==> config.mk <==
export PLATFORM = sky130hd
export DESIGN_NAME = midi_in
export DESIGN_NICKNAME = d
export VERILOG_FILES = /design/src/rtl/midi_pkg.sv /design/src/rtl/midi_uart_rx.sv /design/src/rtl/midi_in.sv
export SDC_FILE = /design/constraint.sdc
export NUM_CORES = 1
export LEC_CHECK = 0
export ABC_AREA = 1
export CORE_UTILIZATION = 45
export CTS_BUF_LIST = sky130_fd_sc_hd__clkbuf_16
export DETAILED_ROUTE_END_ITERATION = 8
export HOLD_SLACK_MARGIN = 0.03
export PLACE_DENSITY = 0.67
export SYNTH_ARGS = -nofsm -noshare
export SYNTH_HDL_FRONTEND = slang
export SYNTH_SLANG_ARGS = --single-unit
==> constraint.sdc <==
create_clock -name clk -period 3.1 [get_ports clk]
set_clock_uncertainty 0.2 [all_clocks]
set_input_delay 0.62 -clock clk [delete_from_list [all_inputs] [get_ports clk]]
set_output_delay 0.62 -clock clk [all_outputs]
set_load 0.005 [all_outputs]
==> src/rtl/midi_pkg.sv <==
// Shared constants and state types for the MIDI input block: status nibbles,
// pitch-bend centre, the all-notes-off controller and the FSM encodings.
package midi_pkg;

  localparam logic [3:0] ST_NOTE_OFF   = 4'h8;
  localparam logic [3:0] ST_NOTE_ON    = 4'h9;
  localparam logic [3:0] ST_CTRL       = 4'hB;
  localparam logic [3:0] ST_PROG       = 4'hC;
  localparam logic [3:0] ST_CHAN_PRESS = 4'hD;
  localparam logic [3:0] ST_BEND       = 4'hE;

  localparam logic [13:0] BEND_CENTRE      = 14'h2000;
  localparam logic [6:0]  CC_ALL_NOTES_OFF = 7'd123;

  typedef enum logic [1:0] {
    NO_STATUS,
    WAIT_D1,
    WAIT_D2
  } parser_state_t;

  typedef enum logic [2:0] {
    RX_IDLE,
    RX_START,
    RX_DATA,
    RX_STOP,
    RX_WAIT_HIGH
  } rx_state_t;

  // Program change and channel pressure carry a single data byte.
  function automatic logic is_one_data_msg(input logic [3:0] hi);
    return (hi == ST_PROG) || (hi == ST_CHAN_PRESS);
  endfunction

endpackage

==> src/rtl/midi_uart_rx.sv <==
// 8N1 serial receiver for the MIDI line: synchronises rx, validates the start
// bit at mid-bit, samples data LSB first and flags a low stop bit.
module midi_uart_rx
  import midi_pkg::*;
#(
  parameter int BIT_CLKS = 1024
) (
  input  logic       clk,
  input  logic       reset,
  input  logic       rx,
  output logic [7:0] data_byte,
  output logic       byte_valid,
  output logic       frame_err
);

  localparam int             CW        = $clog2(BIT_CLKS) + 1;
  localparam logic [CW-1:0]  FULL_LAST = CW'(BIT_CLKS - 1);
  localparam logic [CW-1:0]  HALF_LAST = CW'(BIT_CLKS / 2 - 1);

  logic          r_rx_s1;
  logic          r_rx_s2;
  logic          r_rx_prev;
  rx_state_t     r_state;
  logic [CW-1:0] r_cnt;
  logic [2:0]    r_bit;
  logic [7:0]    r_shift;
  logic [7:0]    r_byte;
  logic          r_valid;
  logic          r_ferr;

  always_ff @(posedge clk or posedge reset) begin
    if (reset) begin
      r_rx_s1   <= 1'b1;
      r_rx_s2   <= 1'b1;
      r_rx_prev <= 1'b1;
      r_state   <= RX_IDLE;
      r_cnt     <= '0;
      r_bit     <= '0;
      r_shift   <= '0;
      r_byte    <= '0;
      r_valid   <= 1'b0;
      r_ferr    <= 1'b0;
    end else begin
      r_rx_s1   <= rx;
      r_rx_s2   <= r_rx_s1;
      r_rx_prev <= r_rx_s2;
      r_valid   <= 1'b0;
      r_ferr    <= 1'b0;
      case (r_state)
        RX_IDLE: begin
          if (r_rx_prev && !r_rx_s2) begin
            r_state <= RX_START;
            r_cnt   <= '0;
          end
        end
        RX_START: begin
          // A glitch that is high again by mid-bit is not a start bit.
          if (r_cnt == HALF_LAST) begin
            r_cnt   <= '0;
            r_bit   <= '0;
            r_state <= r_rx_s2 ? RX_IDLE : RX_DATA;
          end else begin
            r_cnt <= r_cnt + 1'b1;
          end
        end
        RX_DATA: begin
          if (r_cnt == FULL_LAST) begin
            r_cnt   <= '0;
            r_shift <= {r_rx_s2, r_shift[7:1]};
            r_bit   <= r_bit + 1'b1;
            if (r_bit == 3'd7) begin
              r_state <= RX_STOP;
            end
          end else begin
            r_cnt <= r_cnt + 1'b1;
          end
        end
        RX_STOP: begin
          if (r_cnt == FULL_LAST) begin
            r_cnt <= '0;
            if (r_rx_s2) begin
              r_byte  <= r_shift;
              r_valid <= 1'b1;
              r_state <= RX_IDLE;
            end else begin
              r_ferr  <= 1'b1;
              r_state <= RX_WAIT_HIGH;
            end
          end else begin
            r_cnt <= r_cnt + 1'b1;
          end
        end
        RX_WAIT_HIGH: begin
          if (r_rx_s2) begin
            r_state <= RX_IDLE;
          end
        end
        default: r_state <= RX_IDLE;
      endcase
    end
  end

  assign data_byte  = r_byte;
  assign byte_valid = r_valid;
  assign frame_err  = r_ferr;

endmodule

==> src/rtl/midi_in.sv <==
// MIDI input: serial receiver plus a running-status message parser that
// tracks the current note, its velocity and the pitch wheel on one channel.
module midi_in
  import midi_pkg::*;
#(
  parameter logic [3:0] CHANNEL  = 4'd0,
  parameter int         BIT_CLKS = 1024
) (
  input  logic        clk,
  input  logic        reset,
  input  logic        rx,
  output logic [6:0]  note,
  output logic [13:0] bend,
  output logic [6:0]  velocity,
  output logic        gate,
  output logic        frame_err
);

  logic [7:0] w_byte;
  logic       w_byte_valid;
  logic       w_frame_err;

  midi_uart_rx #(
    .BIT_CLKS(BIT_CLKS)
  ) u_rx (
    .clk       (clk),
    .reset     (reset),
    .rx        (rx),
    .data_byte (w_byte),
    .byte_valid(w_byte_valid),
    .frame_err (w_frame_err)
  );

  parser_state_t r_pstate;
  logic [7:0]    r_status;
  logic [6:0]    r_d1;
  logic [6:0]    r_note;
  logic [6:0]    r_vel;
  logic [13:0]   r_bend;
  logic          r_gate;

  logic          w_realtime;
  logic          w_system;
  logic          w_complete;
  logic [6:0]    w_d1;
  logic [6:0]    w_d2;
  logic [6:0]    w_note_nxt;
  logic [6:0]    w_vel_nxt;
  logic [13:0]   w_bend_nxt;

  assign w_realtime = (w_byte[7:3] == 5'b11111);
  assign w_system   = (w_byte[7:3] == 5'b11110);
  assign w_d1       = (r_pstate == WAIT_D1) ? w_byte[6:0] : r_d1;
  assign w_d2       = w_byte[6:0];
  assign w_complete = w_byte_valid && !w_byte[7] &&
                      (((r_pstate == WAIT_D1) && is_one_data_msg(r_status[7:4])) ||
                       (r_pstate == WAIT_D2));

  always_comb begin
    w_note_nxt = r_note;
    w_vel_nxt  = r_vel;
    w_bend_nxt = r_bend;
    if (w_complete && (r_status[3:0] == CHANNEL)) begin
      case (r_status[7:4])
        ST_NOTE_ON: begin
          if (w_d2 != 7'd0) begin
            if (w_d1 != 7'd0) begin
              w_note_nxt = w_d1;
              w_vel_nxt  = w_d2;
            end
          end else if (w_d1 == r_note) begin
            w_note_nxt = 7'd0;
            w_vel_nxt  = 7'd0;
          end
        end
        ST_NOTE_OFF: begin
          if (w_d1 == r_note) begin
            w_note_nxt = 7'd0;
            w_vel_nxt  = 7'd0;
          end
        end
        ST_BEND: w_bend_nxt = {w_d2, w_d1};
        ST_CTRL: begin
          if (w_d1 == CC_ALL_NOTES_OFF) begin
            w_note_nxt = 7'd0;
            w_vel_nxt  = 7'd0;
          end
        end
        default: ;
      endcase
    end
  end

  always_ff @(posedge clk or posedge reset) begin
    if (reset) begin
      r_pstate <= NO_STATUS;
      r_status <= '0;
      r_d1     <= '0;
      r_note   <= '0;
      r_vel    <= '0;
      r_bend   <= BEND_CENTRE;
      r_gate   <= 1'b0;
    end else begin
      r_note <= w_note_nxt;
      r_vel  <= w_vel_nxt;
      r_bend <= w_bend_nxt;
      r_gate <= (w_note_nxt != 7'd0);
      // Real-time bytes may appear anywhere and must not disturb a message.
      if (w_byte_valid && !w_realtime) begin
        if (w_system) begin
          r_status <= '0;
          r_pstate <= NO_STATUS;
        end else if (w_byte[7]) begin
          r_status <= w_byte;
          r_pstate <= WAIT_D1;
        end else begin
          case (r_pstate)
            WAIT_D1: begin
              r_d1 <= w_byte[6:0];
              if (!is_one_data_msg(r_status[7:4])) begin
                r_pstate <= WAIT_D2;
              end
            end
            WAIT_D2: r_pstate <= WAIT_D1;
            default: ;
          endcase
        end
      end
    end
  end

  assign note      = r_note;
  assign velocity  = r_vel;
  assign bend      = r_bend;
  assign gate      = r_gate;
  assign frame_err = w_frame_err;

endmodule
# After elaboration in Yosys (flattened, before gate mapping)
# Index checks and enable logic that the tools add are counted.
# Widths: inputs -> output; s select.
# word_totals
latchBits	0
romBits	0
regBits	84
output_inout_bits	30
memories	0
word_cells	121
input_bits	3
ramBits	0
# classes
mux	40
bitwise_logic	2
div_mod_pow	0
order_cmp	0
n_shift	0
n_mul	0
reduce_logical	32
n_addsub	2
n_eq_ne	28
# ops
op	n
$mux 7	10
$pmux 7 s3	2
$mux 11	3
$pmux 11 s3	1
$mux 3	9
$eq 4x4->1 const B	6
$reduce_bool 7->1	3
$mux 8	2
$pmux 3 s5	1
$ne 2x1->1 const B	6
$reduce_and 3->1	4
$add 11x1->11 const B	1
$eq 11x10->1 const B	1
$eq 11x9->1 const B	1
$eq 5x5->1 const B	2
$mux 2	4
$reduce_and 2->1	4
$eq 7x7->1	1
$eq 7x7->1 const B	1
$eq 3x2->1 const B	2
$eq 3x3->1 const B	2
$logic_and 1x1->1	6
$mux 1	6
$pmux 3 s2	1
19 further kinds	25

# Depth between registers and ports, before layout
# Gate-level depths: netlist (run 1).
# depth
ltp_word	8
depth_mapped	18

# Modules after synthesis
# From an unflattened synthesis (run 1), not the netlist that was laid out.
# hier_totals
hier_cells	543
area_unflattened_um2	4375.4
# by_module_without_submodules
module	seq_area_each_um2	cells_each	area_per_inst_um2	n_inst
midi_in	1152.4	332	2509.9	1
midi_uart_rx	954.7	211	1865.5	1

# Worst setup path before layout (run 1)
# Ideal clock, no wire load.
# synth_timing
path_type	register to register
from	register u_rx.r_cnt[0]
to	register u_rx.r_shift[7]
slack_ps	1056
path_stages_with_launch	14
setup_time_ps	129
period_less_slack_ps	2044
arrival_ps	1715
required_ps	2771
cell_sequence	dfrtp_1 -> ha_1 -> nand4_1 -> nor2_1 -> nand2_1 -> nor2_1 -> inv_1 -> nor2_2 -> nand2_1 -> nor2_2 -> nand2_1 -> buf_2 -> nand2_1 -> o21ai_0
# synth_via
elab_chain_cells	2
# synth_rtl
item	line_no	source
start: declaration	midi_uart_rx.sv:24	logic [CW-1:0] r_cnt;
start signal: assignment	midi_uart_rx.sv:63	r_cnt <= r_cnt + 1'b1;
start signal: assignment	midi_uart_rx.sv:75	r_cnt <= r_cnt + 1'b1;
start signal: assignment	midi_uart_rx.sv:90	r_cnt <= r_cnt + 1'b1;
$eq 11x10->1	midi_uart_rx.sv:67	if (r_cnt == FULL_LAST) begin
$reduce_and 2->1 (no line)	n/a	
end signal: assignment	midi_uart_rx.sv:69	r_shift <= {r_rx_s2, r_shift[7:1]};
end: declaration	midi_uart_rx.sv:26	logic [7:0] r_shift;
# No other way between the ends.
# A chain may end at the register's enable or synchronous reset.

# Final worst setup path (run 1)
# layout_timing
from	register u_rx.r_byte[7] (netlist: u_rx.data_byte[7])
to	register r_vel[4] (netlist: velocity[4])
# layout_via
elab_chain_cells	5
# layout_rtl
item	line_no	source
start: declaration	midi_uart_rx.sv:27	logic [7:0] r_byte;
start signal: assignment	midi_uart_rx.sv:82	r_byte <= r_shift;
$logic_not 1->1	midi_in.sv:55	assign w_complete = w_byte_valid && !w_byte[7] &&
$logic_and 1x1->1 (2 in series)	midi_in.sv:55	
$logic_and 1x1->1	midi_in.sv:63	if (w_complete && (r_status[3:0] == CHANNEL)) begin
$reduce_and 4->1 (no line)	n/a	
end signal: assignment	midi_in.sv:105	r_vel <= w_vel_nxt;
end: declaration	midi_in.sv:38	logic [6:0] r_vel;
# No other way between the ends.

==> flow_summary.ini, run 1 <==
[run_status]
outcome = complete, no violations

[clock_network]
cts_max_level = 3
post_cts_buffers = 0
hold_buffers = 0
cts_tree = built
cts_sinks = 84
cts.path.max_buffers = 2
numCtsBuffers = 9
clk_pin_slew_ns = 0.06
cts-root-buf = clkbuf_16
clk-insertion-delay-late_ns = 0.34
cts_resized = 0

[hold_path]
min_from = u_rx.r_rx_s1$_DFF_PP1_
hold_path_depth = 0
holdPathEnd = u_rx.r_rx_s2$_DFF_PP1_
hp-class = flip-flop to flip-flop

[placement]
port_buffers = 32
detailed_place_hpwl_mm = 6.65
gp_congestion = 0.930
placed_cells = 652

[sta]
setup-violations-final = 0
tightest_slew_ns = 0.485
fmax_ghz = 0.389
maxSlewHeadroom_pct = 67.6
timing.hold.ws_ns = 0.157
finalCritPeriodShare_pct = 82.9
finalHoldViolations = 0
drv_slew = 0
fin_crit_ns = 2.57
tns_ns = 0
rsz0062_at_grt = false

[power_and_ir_drop]
ir_drop_mv = 0.277
power.total_mw = 2.55
p_leak_nw = 2.26
switching_share_pct = 26.9
p_clk_share_pct = 41.4
power_density_nw_per_um2 = 528
intPower_mw = 1.86
p_comb_share_pct = 12.4
seq_power_share_pct = 46.3
p_sw_uw = 687

[routing]
via_per_inst = 5.27
routed_wl_mm = 9.46
first_pass_iters = 5
antenna_left = 0
drtIter0Drc = 277
routedWlPerCell_um = 14.2
dr_total_vias = 3521
drc_errors = 0

[setup_path]
critPathKind = flip-flop to flip-flop
r2r_setup_slack_ns = 0.53
r2r.worst_path.cells = 12
timing.rr.start = u_rx.data_byte[7]$_DFFE_PP0P_
crit_fanout = 15
timing.rr.end = velocity[4]$_DFFE_PP0P_
crit_required_ns = 3.10
end_kind = flip-flop
arrival_ns = 2.57
start_kind = flip-flop

[synthesis]
yosysWarningCount = 0
synth_cell_types = 38
ys_seq_area_share_pct = 51.7
synth_area_per_cell_sq_um = 7.90
synth_area_sq_um = 4080
ys_async_sr_fraction_pct = 100
synth_nets = 522
ys_ff_latch = 84
synth_cells = 516
synthFlopType = dfrtp_1
synth_edf_count = 0

[floorplan]
fp-row-count = 34
die_height_um = 97.2
die_w_um = 97.2
io_pins = 33
core_area_sq_um = 8760
start_util_pct = 46.5
dieArea_sq_um = 9440

[grt]
gr-total-overflow = 0
grt_pass1_vias = 3236
antenna_found_initial = 0
grt_max_degree = 85
grt.total_usage_pct = 21.4
grt_pass1_wl_mm = 16.1

[finish]
finalNonFillerCells = 668
antenna_cells = 0
regArea_sq_um = 2110
multi_input_area_sq_um = 1660
nFillCells = 800
drive_above_1_share_pct = 8.57
syn2layout_area_growth_pct = 18.3
fin_nets = 561

[flow_run]
cap_viol_max_count = 0
[synthesized netlist by cell type, types with 2 or more instances]
master / n / share of area (%)
dfstp_2: 4 / 2.6
nor3_1: 4 / 0.49
nand4_1: 6 / 0.92
nor3_2: 2 / 0.49
nand3b_1: 2 / 0.37
clkbuf_1: 4 / 0.37
a21oi_1: 10 / 1.2
nor2_2: 6 / 0.92
clkinv_1: 2 / 0.18
inv_1: 67 / 6.2
o21ai_1: 2 / 0.25
nor3b_1: 2 / 0.37
inv_2: 4 / 0.37
nand2_1: 150 / 14
dfrtp_1: 80 / 49
o22ai_1: 6 / 0.92
xor2_1: 2 / 0.43
ha_1: 3 / 0.92
nor2_1: 46 / 4.2
nand3_1: 32 / 3.9
o31ai_1: 2 / 0.37
nand2_2: 8 / 1.2
o21ai_0: 57 / 7.0
[routing by layer]
layer	routed length, um	share of wire [%]	global-route usage, %	vias up
met4	231	2.4	9.07	0
met1	4570	48	31.6	1643
li1	-	-	-	1730
met2	4080	43	30.2	125
met3	581	6.1	4.60	23
met5	0	0	0	-
[power by group through the flow]
stage	Sequential [mW]	Clock (mW)	Combinational, mW
floorplan	1.19	0	0.242
global placement	1.20	0	0.301
detailed placement	1.20	0	0.314
CTS	1.18	1.07	0.313
global route	1.18	1.13	0.364
finish	1.18	1.05	0.315
[stage by stage]
| stage | worst slack [ns] | util [%] | area, sq um |
|---|---|---|---|
| floorplan | 0.121 | - | 4080 |
| global placement | 0.653 | 51.7 | 4530 |
| detailed placement | 0.558 | 51.7 | 4530 |
| CTS | 0.558 | 55.0 | 4820 |
| global route | 0.269 | 55.0 | 4820 |
| finish | 0.529 | 55.0 | 4820 |
[sequential cells by signal, summed over array words and instances, names as in the netlist, 2 cells and up]
name / flops
u_rx.r_cnt: 11
velocity: 7
u_rx.r_shift: 8
bend: 14
u_rx.data_byte: 8
u_rx.r_bit: 3
note: 7
r_pstate: 2
u_rx.r_state: 3
r_d1: 7
r_status: 8
[how the worst max path moves through the flow]
stage	endpoint	cells past startpoint	slack, ns	startpoint
after floorplan	bend[0]$_DFFE_PP0P_	1	0.12	reset
after global placement	velocity[3]$_DFFE_PP0P_	12	0.65	u_rx.data_byte[7]$_DFFE_PP0P_
after detailed placement	velocity[4]$_DFFE_PP0P_	12	0.56	u_rx.data_byte[7]$_DFFE_PP0P_
after CTS	velocity[4]$_DFFE_PP0P_	12	0.56	u_rx.data_byte[7]$_DFFE_PP0P_
after global routing	velocity[0]$_DFFE_PP0P_	12	0.27	u_rx.data_byte[7]$_DFFE_PP0P_
final	velocity[4]$_DFFE_PP0P_	12	0.53	u_rx.data_byte[7]$_DFFE_PP0P_
[cells by family after synthesis]
group / after synthesis / share of synthesized area (%)
and+or+nand+nor: 261 / 27.3
AOI/OAI and AO/OA: 85 / 11.8
DFF: 84 / 51.7
buffers and inverters: 80 / 7.67
xor gates and xnor gates: 3 / 0.645
adders and majority gates: 3 / 0.921
[layout by cell type (no fill, tap or decap), types with 2 or more instances in the layout]
cell type,instances
nor3_1,4
o21ai_1,2
nand2_2,8
clkbuf_16,9
nand4_1,6
nand3_1,32
inv_1,68
nand2_1,150
dfrtp_1,80
buf_4,2
clkinv_1,2
ha_1,3
o31ai_1,2
clkinv_4,2
o21ai_0,57
clkinv_2,2
dfstp_2,4
inv_2,4
nor2_2,6
nand3b_1,2
nor2_1,46
a21oi_1,10
o22ai_1,6
nor3b_1,2
clkdlybuf4s50_1,32
nor3_2,2
xor2_1,2
[worst max-delay path, cell delays in order (launching register included)]
cell      delay, ns
dfrtp_1        0.39
inv_1          0.14
nand2_1        0.31
nor2_1         0.28
nand2_1        0.16
a21oi_1        0.17
nand3_1        0.09
nand2_1        0.14
nand2_2        0.10
inv_2          0.07
o211ai_2       0.18
nand2_1        0.12
o21ai_0        0.09
[final cells by class]
cell class | instances | share of cell area [%]
sequential | 84 | 43.7
multi-input combinational | 352 | 34.3
timing repair buffer | 35 | 7.37
inverter | 73 | 5.71
clock buffer | 9 | 4.67
tap | 108 | 2.80
clock inverter | 7 | 1.43
No activity file was read; power rests on OpenSTA's default activity.
==> run 2, diff against run 1 <==
--- a/config.mk
+++ b/config.mk
@@ -10,7 +10,6 @@
 export CTS_BUF_LIST = sky130_fd_sc_hd__clkbuf_16
 export DETAILED_ROUTE_END_ITERATION = 8
 export HOLD_SLACK_MARGIN = 0.03
-export PLACE_DENSITY = 0.67
 export SYNTH_ARGS = -nofsm -noshare
 export SYNTH_HDL_FRONTEND = slang
 export SYNTH_SLANG_ARGS = --single-unit
==> constraint.sdc (replaced) <==
create_clock -name clk -period 2.4 [get_ports clk]
set_clock_uncertainty 0.2 [all_clocks]
set_input_delay 0.48 -clock clk [delete_from_list [all_inputs] [get_ports clk]]
set_output_delay 0.48 -clock clk [all_outputs]
set_load 0.005 [all_outputs]
==> run 2 against run 1 <==
Clock-buffer cell count did not move. Highest routed layer unchanged. Clock power rose by 40%. Non-clock buffer count rose by 32. Largest cell class unchanged.
==> flow_summary.ini, run 2 (synthesized netlist as in run 1, its figures left out) <==
[run_status]
outcome = complete, no violations

[placement]
detailed_place_hpwl_mm = 7.01
gp_congestion = 0.936
port_buffers = 32
placed_cells = 669

[grt]
grt_pass1_wl_mm = 16.2
grt_pass1_vias = 3243
grt.total_usage_pct = 21.7
antenna_found_initial = 0
gr-total-overflow = 0
grt_max_degree = 35

[hold_path]
hold_path_depth = 0
holdPathEnd = u_rx.r_rx_s2$_DFF_PP1_
hp-class = flip-flop to flip-flop
min_from = u_rx.r_rx_s1$_DFF_PP1_

[floorplan]
start_util_pct = 46.5
fp-row-count = 34
die_w_um = 97.2
dieArea_sq_um = 9440
die_height_um = 97.2
core_area_sq_um = 8760
io_pins = 33

[finish]
nFillCells = 789
drive_above_1_share_pct = 19.2
regArea_sq_um = 2110
fin_nets = 595
final_common_cell = nand2_1
finalNonFillerCells = 702
largest_reg_flops = 14
utilization_pct = 60.3
syn2layout_area_growth_pct = 29.7
multi_input_area_sq_um = 1800
antenna_cells = 0
layout.cells.most_common_list = nand2_1, dfrtp_1, inv_1

[setup_path]
end_kind = flip-flop
path_cells = buf_6 > nand3_1 > nand2_4 > buf_4 > nor3_1 > nand3_2 > o2111ai_2 > buf_4 > o21ai_0
timing.rr.start = r_pstate[0]$_DFFE_PP0P_
crit_family = simple AND/OR/NAND/NOR gates
timing.rr.end = velocity[6]$_DFFE_PP0P_
critPathMaxStageDelay_ns = 0.45
crit_required_ns = 2.41
r2r_setup_slack_ns = 0.08
arrival_ns = 2.33
crit_top_cell = buf_4
critPathKind = flip-flop to flip-flop
slowest_stage = dfrtp_2
r2r.worst_path.cells = 9
start_kind = flip-flop
cp_num_buf_inv = 3
crit_fanout = 7
cp.depth = 9

[clock_network]
cts-root-buf = clkbuf_16
cts_sinks = 84
cts.path.max_buffers = 2
clk-insertion-delay-late_ns = 0.34
numCtsBuffers = 9
clk_pin_slew_ns = 0.06
cts_max_level = 3
hold_buffers = 0
cts_tree = built

[sta]
fin_crit_ns = 2.32
timing.hold.ws_ns = 0.157
fmax_ghz = 0.432
maxSlewHeadroom_pct = 75.6
finalHoldViolations = 0
tightest_slew_ns = 0.366
setup-violations-final = 0
rsz0062_at_grt = true
drv_slew = 0
finalCritPeriodShare_pct = 96.5

[routing]
antenna_left = 0
routedWlPerCell_um = 14.3
drtIter0Drc = 220
first_pass_iters = 5
dr_total_vias = 3597
drc_errors = 0
via_per_inst = 5.12
routed_wl_mm = 10.0

[power_and_ir_drop]
ir_drop_mv = 0.431
power_density_nw_per_um2 = 671
p_leak_nw = 2.46
power.total_mw = 3.55

[flow_run]
cap_viol_max_count = 0
run 2: cell type report:
cell class | instances | area share, %
clock inverter | 7 | 1.66
clock buffer | 9 | 4.26
timing repair inverter | 1 | 0.0947
inverter | 73 | 5.35
sequential | 84 | 39.9
tap | 108 | 2.56
timing repair buffer | 67 | 12.0
multi-input combinational | 353 | 34.1
run 2: stage by stage:
stage	setup WS (ns)	instance area (sq um)	setup TNS, ns
CTS	0.00556	4990	0
global placement	-0.0382	4670	-0.253
finish	0.0835	5290	0
global route	-0.0535	5290	-0.202
detailed placement	-0.0574	4670	-0.385
floorplan	0.356	4080	0
run 2: worst register-to-register path, stage by stage, from the launching register on:
cell and delay (ns):
dfrtp_2 0.45, buf_6 0.14, nand3_1 0.15, nand2_4 0.08
buf_4 0.14, nor3_1 0.29, nand3_2 0.22, o2111ai_2 0.24
buf_4 0.19, o21ai_0 0.09
run 2: power breakdown:
group	switching, mW	leakage [nW]	internal (mW)	total (mW)
Clock	0.565	0.159	0.902	1.47
Sequential	0.0454	1.15	1.47	1.52
Combinational	0.341	1.15	0.220	0.562
Total	0.952	2.46	2.60	3.55
run 2: worst max-delay path by stage:
stage	to	slack, ns	from
detailed placement	gate$_DFF_PP0_	-0.06	r_pstate[0]$_DFFE_PP0P_
finish	velocity[6]$_DFFE_PP0P_	0.08	r_pstate[0]$_DFFE_PP0P_
global route	gate$_DFF_PP0_	-0.05	r_pstate[0]$_DFFE_PP0P_
floorplan	u_rx.r_shift[7]$_DFFE_PP0P_	0.36	u_rx.r_cnt[0]$_DFFE_PP0P_
global placement	velocity[1]$_DFFE_PP0P_	-0.04	r_pstate[0]$_DFFE_PP0P_
CTS	velocity[6]$_DFFE_PP0P_	0.006	r_pstate[0]$_DFFE_PP0P_
run 2: routing by layer:
metal / wire [um] / vias to the layer above / share of wire, % / GRT usage (%)
li1: - / 1794 / - / -
met1: 5130 / 1663 / 51 / 32.9
met2: 4210 / 123 / 42 / 31.1
met3: 484 / 17 / 4.8 / 3.31
met4: 208 / 0 / 2.1 / 8.27
met5: 0 / - / 0 / 0
run 2: what timing repair did:
item,4_1_cts,5_1_grt
pin swaps,0,22
endpoints found under the setup margin,8,39
gates cloned,0,2
setup buffers,0,15
resized for setup,1,48
==> run 3, diff against run 2 <==
--- a/config.mk
+++ b/config.mk
@@ -10,6 +10,7 @@
 export CTS_BUF_LIST = sky130_fd_sc_hd__clkbuf_16
 export DETAILED_ROUTE_END_ITERATION = 8
 export HOLD_SLACK_MARGIN = 0.03
+export PLACE_DENSITY = 0.67
 export SYNTH_ARGS = -nofsm -noshare
 export SYNTH_HDL_FRONTEND = slang
 export SYNTH_SLANG_ARGS = --single-unit
==> constraint.sdc (replaced) <==
create_clock -name clk -period 1.94 [get_ports clk]
set_clock_uncertainty 0.2 [all_clocks]
set_input_delay 0.388 -clock clk [delete_from_list [all_inputs] [get_ports clk]]
set_output_delay 0.388 -clock clk [all_outputs]
set_load 0.005 [all_outputs]
==> run 3 against run 2 <==
The run now ends with setup timing left. Maximum frequency decreased by 1.2%. Design area is 19% higher. Global-route usage up 2.7 points. Via count increased by 13%. Combinational power grew 59%. Die area is the same. Power rose by 26%. Wire length up 16%. First-iteration DRC count fell by 27%. Critical path type unchanged.
==> flow_summary.ini, run 3 (synthesized netlist as in run 1, its figures left out) <==
[grt]
antenna_found_initial = 0
grt_pass1_wl_mm = 18.3
grt.total_usage_pct = 24.3
gr-total-overflow = 0
grt_pass1_vias = 3965
grt_max_degree = 47

[setup_path]
end_kind = flip-flop
arrival_ns = 2.43
critPathKind = flip-flop to flip-flop
r2r_setup_slack_ns = -0.40
timing.rr.end = note[0]$_DFF_PP0_
timing.rr.start = r_pstate[1]$_DFFE_PP0P_
crit_required_ns = 2.02
r2r.worst_path.cells = 15
crit_fanout = 5
start_kind = flip-flop

[floorplan]
die_w_um = 97.2
core_area_sq_um = 8760
start_util_pct = 46.5
dieArea_sq_um = 9440
fp-row-count = 34
io_pins = 33
die_height_um = 97.2

[power_and_ir_drop]
p_leak_nw = 2.98
ir_drop_mv = 0.692
power_density_nw_per_um2 = 712

[sta]
fmax_ghz = 0.427
timing.hold.ws_ns = 0.122
maxSlewHeadroom_pct = 79.0
layout_setup_ws_ns = -0.404
fin_crit_ns = 2.34
rsz0062_at_grt = true
tightest_slew_ns = 0.313
finalCritPeriodShare_pct = 121
finalHoldViolations = 0
setup-violations-final = 47
drv_slew = 0

[clock_network]
cts_sinks = 84
clk_pin_slew_ns = 0.06
hold_buffers = 0
cts_tree = built
cts-root-buf = clkbuf_16
cts.path.max_buffers = 2
numCtsBuffers = 9
clk-insertion-delay-late_ns = 0.34
cts_max_level = 3

[finish]
regArea_sq_um = 2110
utilization_pct = 71.6
multi_input_area_sq_um = 2200
layout.cells.most_common_list = nand2_1, buf_4, dfrtp_1
fin_nets = 671
largest_reg_flops = 14
drive_above_1_share_pct = 39.9
final_common_cell = nand2_1
syn2layout_area_growth_pct = 53.8
antenna_cells = 0
nFillCells = 626

[routing]
drtIter0Drc = 161
first_pass_iters = 4
dr_total_vias = 4082
routed_wl_mm = 11.7
via_per_inst = 5.25
antenna_left = 0
drc_errors = 0
routedWlPerCell_um = 15.0

[run_status]
violations = setup timing
outcome = finished, violations left

[placement]
gp_congestion = 0.905
detailed_place_hpwl_mm = 7.60
port_buffers = 32

[hold_path]
hp-class = input pin to async pin

[flow_run]
cap_viol_max_count = 0
## run 3: power breakdown
group	internal, mW	leakage, nW	switching, mW
sequential	1.82	1.15	0.0576
combinational	0.359	1.69	0.532
clock	0.990	0.140	0.703
total	3.17	2.98	1.29
## run 3: layout make-up
type                            instances  share of cell area [%]
Multi-Input combinational cell        354                    35.1
Sequential cell                        84                    33.6
Timing Repair Buffer                  143                    19.8
Inverter                               73                    4.61
Clock buffer                            9                    3.59
Tap cell                              108                    2.15
Clock inverter                          7                    1.08
## run 3: routing by layer
metal / GRT usage [%] / part of all wire (%)
met5: 0 / 0
met3: 3.81 / 4.3
met2: 41.5 / 51
met1: 29.9 / 41
met4: 12.3 / 3.3
## run 3: timing repair
item | in CTS | in global routing
buffers inserted | 18 | 13
pin swaps | 44 | 44
cloned | 1 | 2
setup endpoints to repair | 50 | 61
gates resized for setup | 76 | 94
## run 3: worst max path at each step
| stage | from | endpoint | slack, ns |
|---|---|---|---|
| 2_1_floorplan | r_pstate[1]$_DFFE_PP0P_ | gate$_DFF_PP0_ | -0.06 |
| 3_3_place_gp | r_pstate[0]$_DFFE_PP0P_ | gate$_DFF_PP0_ | -0.33 |
| 3_5_place_dp | r_pstate[0]$_DFFE_PP0P_ | gate$_DFF_PP0_ | -0.38 |
| 4_1_cts | u_rx.r_cnt[1]$_DFFE_PP0P_ | u_rx.r_cnt[3]$_DFFE_PP0P_ | -0.26 |
| 5_1_grt | r_pstate[0]$_DFFE_PP0P_ | note[0]$_DFF_PP0_ | -0.52 |
| 6_report | r_pstate[1]$_DFFE_PP0P_ | note[0]$_DFF_PP0_ | -0.40 |
## run 3: through the flow
stage,std cells,worst slack (ns),setup TNS (ns),power (mW),cell area [sq um]
floorplan,516,-0.0623,-0.194,2.32,4160
detailed placement,729,-0.380,-11.75,2.55,5200
global route,778,-0.519,-15.69,4.65,6270
global placement,729,-0.327,-8.61,2.52,5200
finish,778,-0.404,-9.36,4.46,6270
CTS,763,-0.258,-7.53,4.34,5870
## run 3: critical path, stage by stage, from the launching register on
cell,delay (ns)
dfrtp_1,0.41
buf_4,0.16
nor2_4,0.23
nand2_4,0.09
nand3_2,0.07
nand2_1,0.07
nand2_1,0.11
nor2_2,0.06
nand2_2,0.13
nand2_4,0.09
buf_4,0.14
a21oi_1,0.16
nor2_2,0.07
buf_4,0.13
buf_4,0.12
inv_2,0.03
